==> config.mk <==
export PLATFORM = sky130hd
export DESIGN_NAME = adc_conv_sequencer
export DESIGN_NICKNAME = d
export VERILOG_FILES = /design/src/rtl/adc_conv_sequencer.sv
export SDC_FILE = /design/constraint.sdc
export NUM_CORES = 1
export LEC_CHECK = 0
export CAP_MARGIN = 10
export CORE_ASPECT_RATIO = 0.7
export CORE_MARGIN = 1
export CORE_UTILIZATION = 45
export DETAILED_ROUTE_END_ITERATION = 12
export PLACE_DENSITY_LB_ADDON = 0.15
export SLEW_MARGIN = 20
export SYNTH_ARGS = -nofsm -noshare
export SYNTH_HDL_FRONTEND = slang
export SYNTH_SLANG_ARGS = --single-unit
==> constraint.sdc <==
create_clock -name clk -period 2.65 [get_ports clk]
set_input_delay 0.795 -clock clk [delete_from_list [all_inputs] [get_ports clk]]
set_output_delay 0.795 -clock clk [all_outputs]
set_load 0.01 [all_outputs]
==> src/rtl/adc_conv_sequencer.sv <==
// Dual-slope ADC conversion sequencer: shorts the integrator cap, integrates the input
// for a fixed time, then times the reference run-down until the comparator trips.
module adc_conv_sequencer #(
    parameter int unsigned RESET_CYCLES = 1000,
    parameter int unsigned RUNUP_CYCLES = 100000,
    parameter int unsigned RUNDOWN_MAX  = 200000,
    parameter int unsigned CNT_W        = 32
) (
    input  logic             clk,
    input  logic             rst_n,
    input  logic             start,
    input  logic             abort,
    input  logic             comp,
    output logic             m_reset,
    output logic             m_in,
    output logic             m_ref,
    output logic             busy,
    output logic             done,
    output logic [CNT_W-1:0] result,
    output logic             overflow
);

    typedef enum logic [1:0] {
        S_IDLE,
        S_RESET,
        S_RUNUP,
        S_RUNDOWN
    } state_t;

    // Phase lengths are compared by exact equality, so the counter never needs to wrap.
    localparam logic [CNT_W-1:0] RESET_LAST = CNT_W'(RESET_CYCLES - 1);
    localparam logic [CNT_W-1:0] RUNUP_LAST = CNT_W'(RUNUP_CYCLES - 1);
    localparam logic [CNT_W-1:0] RD_MAX     = CNT_W'(RUNDOWN_MAX);

    state_t           state_q, state_d;
    logic [CNT_W-1:0] cnt_q, cnt_d;
    logic [CNT_W-1:0] result_q, result_d;
    logic             overflow_q, overflow_d;
    logic             done_q, done_d;
    logic             comp_meta_q, comp_s_q;

    always_comb begin
        state_d    = state_q;
        cnt_d      = cnt_q;
        result_d   = result_q;
        overflow_d = overflow_q;
        done_d     = 1'b0;

        if (abort) begin
            state_d = S_IDLE;
            cnt_d   = '0;
        end else begin
            case (state_q)
                S_IDLE: begin
                    if (start) begin
                        state_d = S_RESET;
                        cnt_d   = '0;
                    end
                end
                S_RESET: begin
                    if (cnt_q == RESET_LAST) begin
                        state_d = S_RUNUP;
                        cnt_d   = '0;
                    end else begin
                        cnt_d = cnt_q + 1'b1;
                    end
                end
                S_RUNUP: begin
                    if (cnt_q == RUNUP_LAST) begin
                        state_d = S_RUNDOWN;
                        cnt_d   = '0;
                    end else begin
                        cnt_d = cnt_q + 1'b1;
                    end
                end
                S_RUNDOWN: begin
                    // A comparator trip wins over a simultaneous timeout.
                    if (!comp_s_q) begin
                        state_d    = S_IDLE;
                        cnt_d      = '0;
                        result_d   = cnt_q;
                        overflow_d = 1'b0;
                        done_d     = 1'b1;
                    end else if (cnt_q == RD_MAX) begin
                        state_d    = S_IDLE;
                        cnt_d      = '0;
                        result_d   = RD_MAX;
                        overflow_d = 1'b1;
                        done_d     = 1'b1;
                    end else begin
                        cnt_d = cnt_q + 1'b1;
                    end
                end
                default: begin
                    state_d = S_IDLE;
                    cnt_d   = '0;
                end
            endcase
        end
    end

    always_ff @(posedge clk) begin
        if (!rst_n) begin
            state_q     <= S_IDLE;
            cnt_q       <= '0;
            result_q    <= '0;
            overflow_q  <= 1'b0;
            done_q      <= 1'b0;
            comp_meta_q <= 1'b0;
            comp_s_q    <= 1'b0;
        end else begin
            state_q     <= state_d;
            cnt_q       <= cnt_d;
            result_q    <= result_d;
            overflow_q  <= overflow_d;
            done_q      <= done_d;
            comp_meta_q <= comp;
            comp_s_q    <= comp_meta_q;
        end
    end

    // Switch controls decode straight from the state register, so they never glitch.
    assign m_reset  = (state_q == S_RUNUP) || (state_q == S_RUNDOWN);
    assign m_in     = (state_q == S_RUNUP);
    assign m_ref    = ~m_in;
    assign busy     = (state_q != S_IDLE);
    assign done     = done_q;
    assign result   = result_q;
    assign overflow = overflow_q;

endmodule

Yosys cells after proc, flatten, opt, wreduce, memory -nomap -nowiden
Index checks and enable logic that the tools add are counted.
{ "word_totals": {"register_bits": 70, "latchBits": 0, "ramBits": 0, "romBits": 0, "out_inout_bits": 38, "elab_cells": 48, "mem_count": 0} }
{ "classes": {"add_sub_neg": 1, "multipliers": 0, "div_mod_pow": 0, "magnitude_cmp": 0, "eq_ne": 11, "shifts": 0, "muxes": 18, "n_bitwise": 4, "reduce_logical": 7} }
{ "ops": {"columns": ["operator", "n"], "rows": [
  ["$mux W32", 7],
  ["$pmux W32 S4", 1],
  ["$add A32 B1 Y32 const B", 1],
  ["$eq A32 B10 Y1 const B", 1],
  ["$eq A32 B17 Y1 const B", 1],
  ["$eq A32 B18 Y1 const B", 1],
  ["$mux W2", 5],
  ["$pmux W2 S4", 1],
  ["$eq A2 B2 Y1 const B", 2],
  ["$mux W1", 4],
  ["$ne A2 B1 Y1 const B", 2],
  ["$ne A2 B2 Y1 const B", 2],
  ["$not A1 Y1", 4],
  ["$reduce_and A4 Y1", 1],
  ["$ne A3 B3 Y1 const B", 1],
  ["$reduce_and A3 Y1", 1],
  ["$reduce_or A3 Y1", 1],
  ["$eq A2 B1 Y1 const B", 1],
  ["$logic_not A2 Y1", 1],
  ["$reduce_bool A2 Y1", 1],
  ["$reduce_or A2 Y1", 1],
  ["$logic_or A1 B1 Y1", 1]
]} }

Longest topological paths before layout
{ "logic_depth": {"word_depth": 4, "mapped_depth": 10} }

Worst setup path after synthesis
No wires, ideal clock.
{ "synth_timing": {"kind": "in2reg", "from": "in rst_n", "to": "reg cnt_q[10]", "setup_time_ps": 80, "arrival_time_ps": 2194, "t_required_ps": 2570, "setup_slack_ps": 377, "cell_stages": 6, "path_cell_list": "buf_2 > inv_1 > nor4_2 > clkbuf_1 > o211ai_1 > o211ai_1"} }
{ "synth_between": {"elab_chain_cells": 2} }
{ "synth_lines": {"columns": ["element", "line", "source"], "rows": [
  ["start, declared", "10", "input logic rst_n,"],
  ["$not A1 Y1 (no line)", null, null],
  ["$reduce_or A2 Y1 (no line)", null, null],
  ["end signal, assigned", "113", "cnt_q <= cnt_d;"],
  ["end, declared", "36", "logic [CNT_W-1:0] cnt_q, cnt_d;"]
]} }
No other way between the ends.
A chain may end at the register's enable or synchronous reset.

Final worst setup path
{ "layout_timing": {"from": "reg state_q[0]", "to": "out m_ref"} }
{ "layout_between": {"elab_chain_cells": 2} }
{ "layout_lines": {"columns": ["element", "line", "source"], "rows": [
  ["start, declared", "35", "state_t state_q, state_d;"],
  ["start signal, assigned", "112", "state_q <= state_d;"],
  ["$eq A2 B2 Y1", "124", "assign m_in = (state_q == S_RUNUP);"],
  ["$not A1 Y1", "125", "assign m_ref = ~m_in;"],
  ["end, declared", "16", "output logic m_ref,"]
]} }
No other way between the ends.

==> impl_metrics.py <==
metrics = {
    "final_layout": {
        "area.growth.synth_to_final_pct": 22.6,
        "filler_cell_count": 718,
        "fin_nets": 487,
        "final_standard_cell_utilization_of_the_core": 0.570,
        "mostFrequentLayoutCells": "72 x nand2_1, 70 x dfxtp_1, 44 x nor2_1",
        "antennaDiodeCount": 0,
        "drive_above_1_share": 0.140,
        "most_frequent_standard_cell_in_the_layout_excluding_fill_and_tap_cells": "nand2_1",
    },
    "sta": {
        "worst_pin_slew_ps": 378,
        "fin_crit_ps": 2520,
        "maxSlewViolCount": 0,
        "finalSetupTns_ps": 0,
        "finalHoldViolations": 0,
        "fin_worst_skew_ps": 4.77,
        "setup_viol_count_final": 0,
        "max-slew-margin-rel": 0.745,
        "grt_setup_unrepaired": "false",
        "fmaxAchievable_ghz": 0.396,
        "min_period_over_period": 0.952,
    },
    "routing": {
        "drt_iter0_markers": 237,
        "detailedRoute.firstPassIterationCount": 4,
        "route.detailed.vias_per_inst": 5.66,
        "ant_nets": 0,
        "detail_route.wl_per_cell_um": 16.5,
        "routed_wirelength_mm": 9.58,
        "drc": 0,
        "via_count": 3280,
    },
    "critical_path": {
        "required_ps": 1860,
        "worst_ep_arrival_time_ps": 1730,
        "timing.critical_path.cells": "inv_1 -> ha_1 -> inv_1 -> clkdlybuf4s50_1",
        "timing.setup.critical_path_class": "register to output pin",
        "regToRegStartpoint": "cnt_q[0]$_SDFFE_PP0N_",
        "rr_endpoint": "cnt_q[28]$_SDFFE_PP0N_",
        "worst_r2r_path_depth": 7,
        "worst-path-max-fanout": 4,
        "critPathCaptureType": "output pin",
        "start_kind": "register",
        "cpPeakStageDelay_ps": 550,
        "crit_path_top_delay_cell": "clkdlybuf4s50_1",
        "cp_common_cell": "inv_1",
        "r2r_slack_ps": 320,
    },
    "logic_synthesis": {
        "synth-warning-count": 0,
        "postSynthAreaPerCell_sq_um": 8.45,
        "synth_top_flop_cell": "dfxtp_1",
        "synthesis.nets": 445,
        "synthMuxAreaShare": 0.00547,
        "xor_xnor_fraction_of_synth_area": 0.00958,
        "mapped_area_sq_um": 3660,
        "synth_compound_area_frac": 0.192,
        "synth-seq-cells": 70,
        "postSynth.asyncResetShare": 0,
        "synth_enable_flop_cells": 0,
        "synth_cell_type_count": 57,
        "ys_seq_area_frac": 0.383,
        "synthesis.instances": 433,
        "combinational_family_with_the_most_area_after_synthesis": "simple AND/OR/NAND/NOR gates",
        "synth-adder-area-share": 0.0239,
        "post_synth_and_or_nand_nor_area_fraction": 0.296,
    },
    "power": {
        "clock_power_share": 0.503,
        "design_power_total_mw": 2.32,
        "power.ir.vdd_worst_mv": 0.330,
        "power-per-cell-area_nw_per_um2": 517,
        "internal_power_mw": 1.84,
        "power_switching_mw": 0.478,
        "seqPwrFrac": 0.458,
        "power_frac_comb": 0.040,
        "leakage_nw": 1.65,
        "switching_share": 0.206,
    },
    "cts": {
        "clock_buffer_count_from_cts": 9,
        "post_cts_hold_buffer_count": 0,
        "cts_tree": "done",
        "post_cts_setup_repair_buffer_count": 0,
        "cts_root_buf": "clkbuf_16",
        "clk-insertion-delay-late_ps": 320,
        "cts_sinks": 70,
        "clock_path_buffers": 2,
        "worst_setup_hold_path_clk_slew_ps": 50,
        "cts-resized-gates": 0,
        "cts_max_level": 3,
    },
    "global_route": {
        "antenna_found_initial": 0,
        "grt_remaining_overflow": 0,
        "groute.usage.overall": 0.246,
        "global_route_wire_length_before_repair_mm": 16.1,
        "first_global_vias": 3148,
        "largest_net_degree_at_the_start_of_global_routing": 28,
    },
    "placed_design": {
        "globalplace.congestion": 0.894,
        "dp_hpwl_mm": 6.69,
        "place.port_buffers": 42,
    },
    "floorplan": {
        "design.portCount": 43,
        "dieWidth_um": 110,
        "dieArea_sq_um": 8500,
        "starting_density_of_the_core": 0.465,
        "row_count": 27,
        "core_sq_um": 7870,
        "die-height_um": 77.4,
    },
    "flow_run": {
        "maxCapViolations": 0,
    },
    "min_path": {
        "hp-class": "register to register",
        "worst_hold_startpoint": "comp_meta_q$_SDFF_PN0_",
        "timing.hold.worst_endpoint": "comp_s_q$_SDFF_PN0_",
        "hold_depth": 1,
    },
    "outcome": {
        "status": "finished, final reports clean",
    },
}
==> synth_stat cells, drive strengths merged (4+ instances only) <==
cell / n / area share
dfxtp: 70 / 0.38
and2: 7 / 0.013
nor2: 46 / 0.048
a22oi: 26 / 0.053
nor3: 9 / 0.017
o211ai: 23 / 0.047
nor4: 9 / 0.023
nand4: 8 / 0.015
clkbuf: 15 / 0.022
o221ai: 12 / 0.029
o2111ai: 5 / 0.012
ha: 7 / 0.024
nand2b: 8 / 0.014
or3: 5 / 0.0085
o311a: 6 / 0.016
inv: 19 / 0.019
nand3: 10 / 0.017
nand2: 72 / 0.074
and4: 9 / 0.023
and3: 5 / 0.0096
nor2b: 4 / 0.0068
buf: 22 / 0.047
o21ai: 9 / 0.016
==> worst max-delay path by stage <==
stage | from | end
after detailed placement | rst_n | cnt_q[18]$_SDFFE_PP0N_
after global placement | rst_n | cnt_q[29]$_SDFFE_PP0N_
final | state_q[0]$_SDFFE_PP0P_ | m_ref
after CTS | state_q[0]$_SDFFE_PP0P_ | m_ref
after global routing | state_q[0]$_SDFFE_PP0P_ | m_ref
after floorplan | rst_n | cnt_q[10]$_SDFFE_PP0N_
==> through the flow <==
stage | area (sq um) | cells | hold slack (ps) | worst slack, ps
2_1_floorplan | 3660 | 433 | 412 | 377
3_3_place_gp | 4190 | 565 | 416 | 295
3_5_place_dp | 4190 | 565 | 422 | 262
4_1_cts | 4480 | 579 | 435 | 113
5_1_grt | 4480 | 579 | 465 | 38.1
6_report | 4480 | 579 | 432 | 127
==> layer usage <==
layer	GRT usage	vias to the layer above	wire (um)
li1	-	1633	-
met1	0.359	1560	5030
met2	0.351	83	4010
met3	0.0756	4	503
met4	0.0533	0	38
met5	0	-	0
==> worst max-delay path: cells and delay by family, from the launching register on <==
family	cells	cell delay, ps
fa+ha+maj	1	240
buf+inv	3	790
flops	1	380
==> power groups by stage <==
stage	Sequential (mW)	Clock, mW	Combinational (mW)
global route	1.06	1.24	0.100
detailed placement	1.08	0	0.0923
CTS	1.06	1.20	0.0923
floorplan	1.08	0	0.0579
finish	1.06	1.17	0.0920
global placement	1.08	0	0.0916
==> cell families (layout without fill, tap and decap cells) <==
group	after synthesis	after routing
XOR/XNOR	4	4
AND/OR/NAND/NOR	203	203
buffers and inverters	57	102
adder cells (fa/ha/maj)	7	7
flip-flops	70	70
multiplexers	2	2
AO/OA/AOI/OAI	90	90
==> state kept, by name (all words and copies together), names as in the netlist <==
name and cells:
comp_s_q 1, comp_meta_q 1, cnt_q 32, state_q 2
result 32, done 1, overflow 1
==> layout make-up <==
| class | instances | area, sq um | area share |
|---|---|---|---|
| Clock buffer | 14 | 294 | 0.0656 |
| Inverter | 19 | 71.3 | 0.0159 |
| Multi-Input combinational cell | 306 | 1960 | 0.436 |
| Sequential cell | 70 | 1400 | 0.312 |
| Tap cell | 101 | 126 | 0.0282 |
| Timing Repair Buffer | 69 | 636 | 0.142 |
Note: power is estimated with default switching activity, not from simulation.
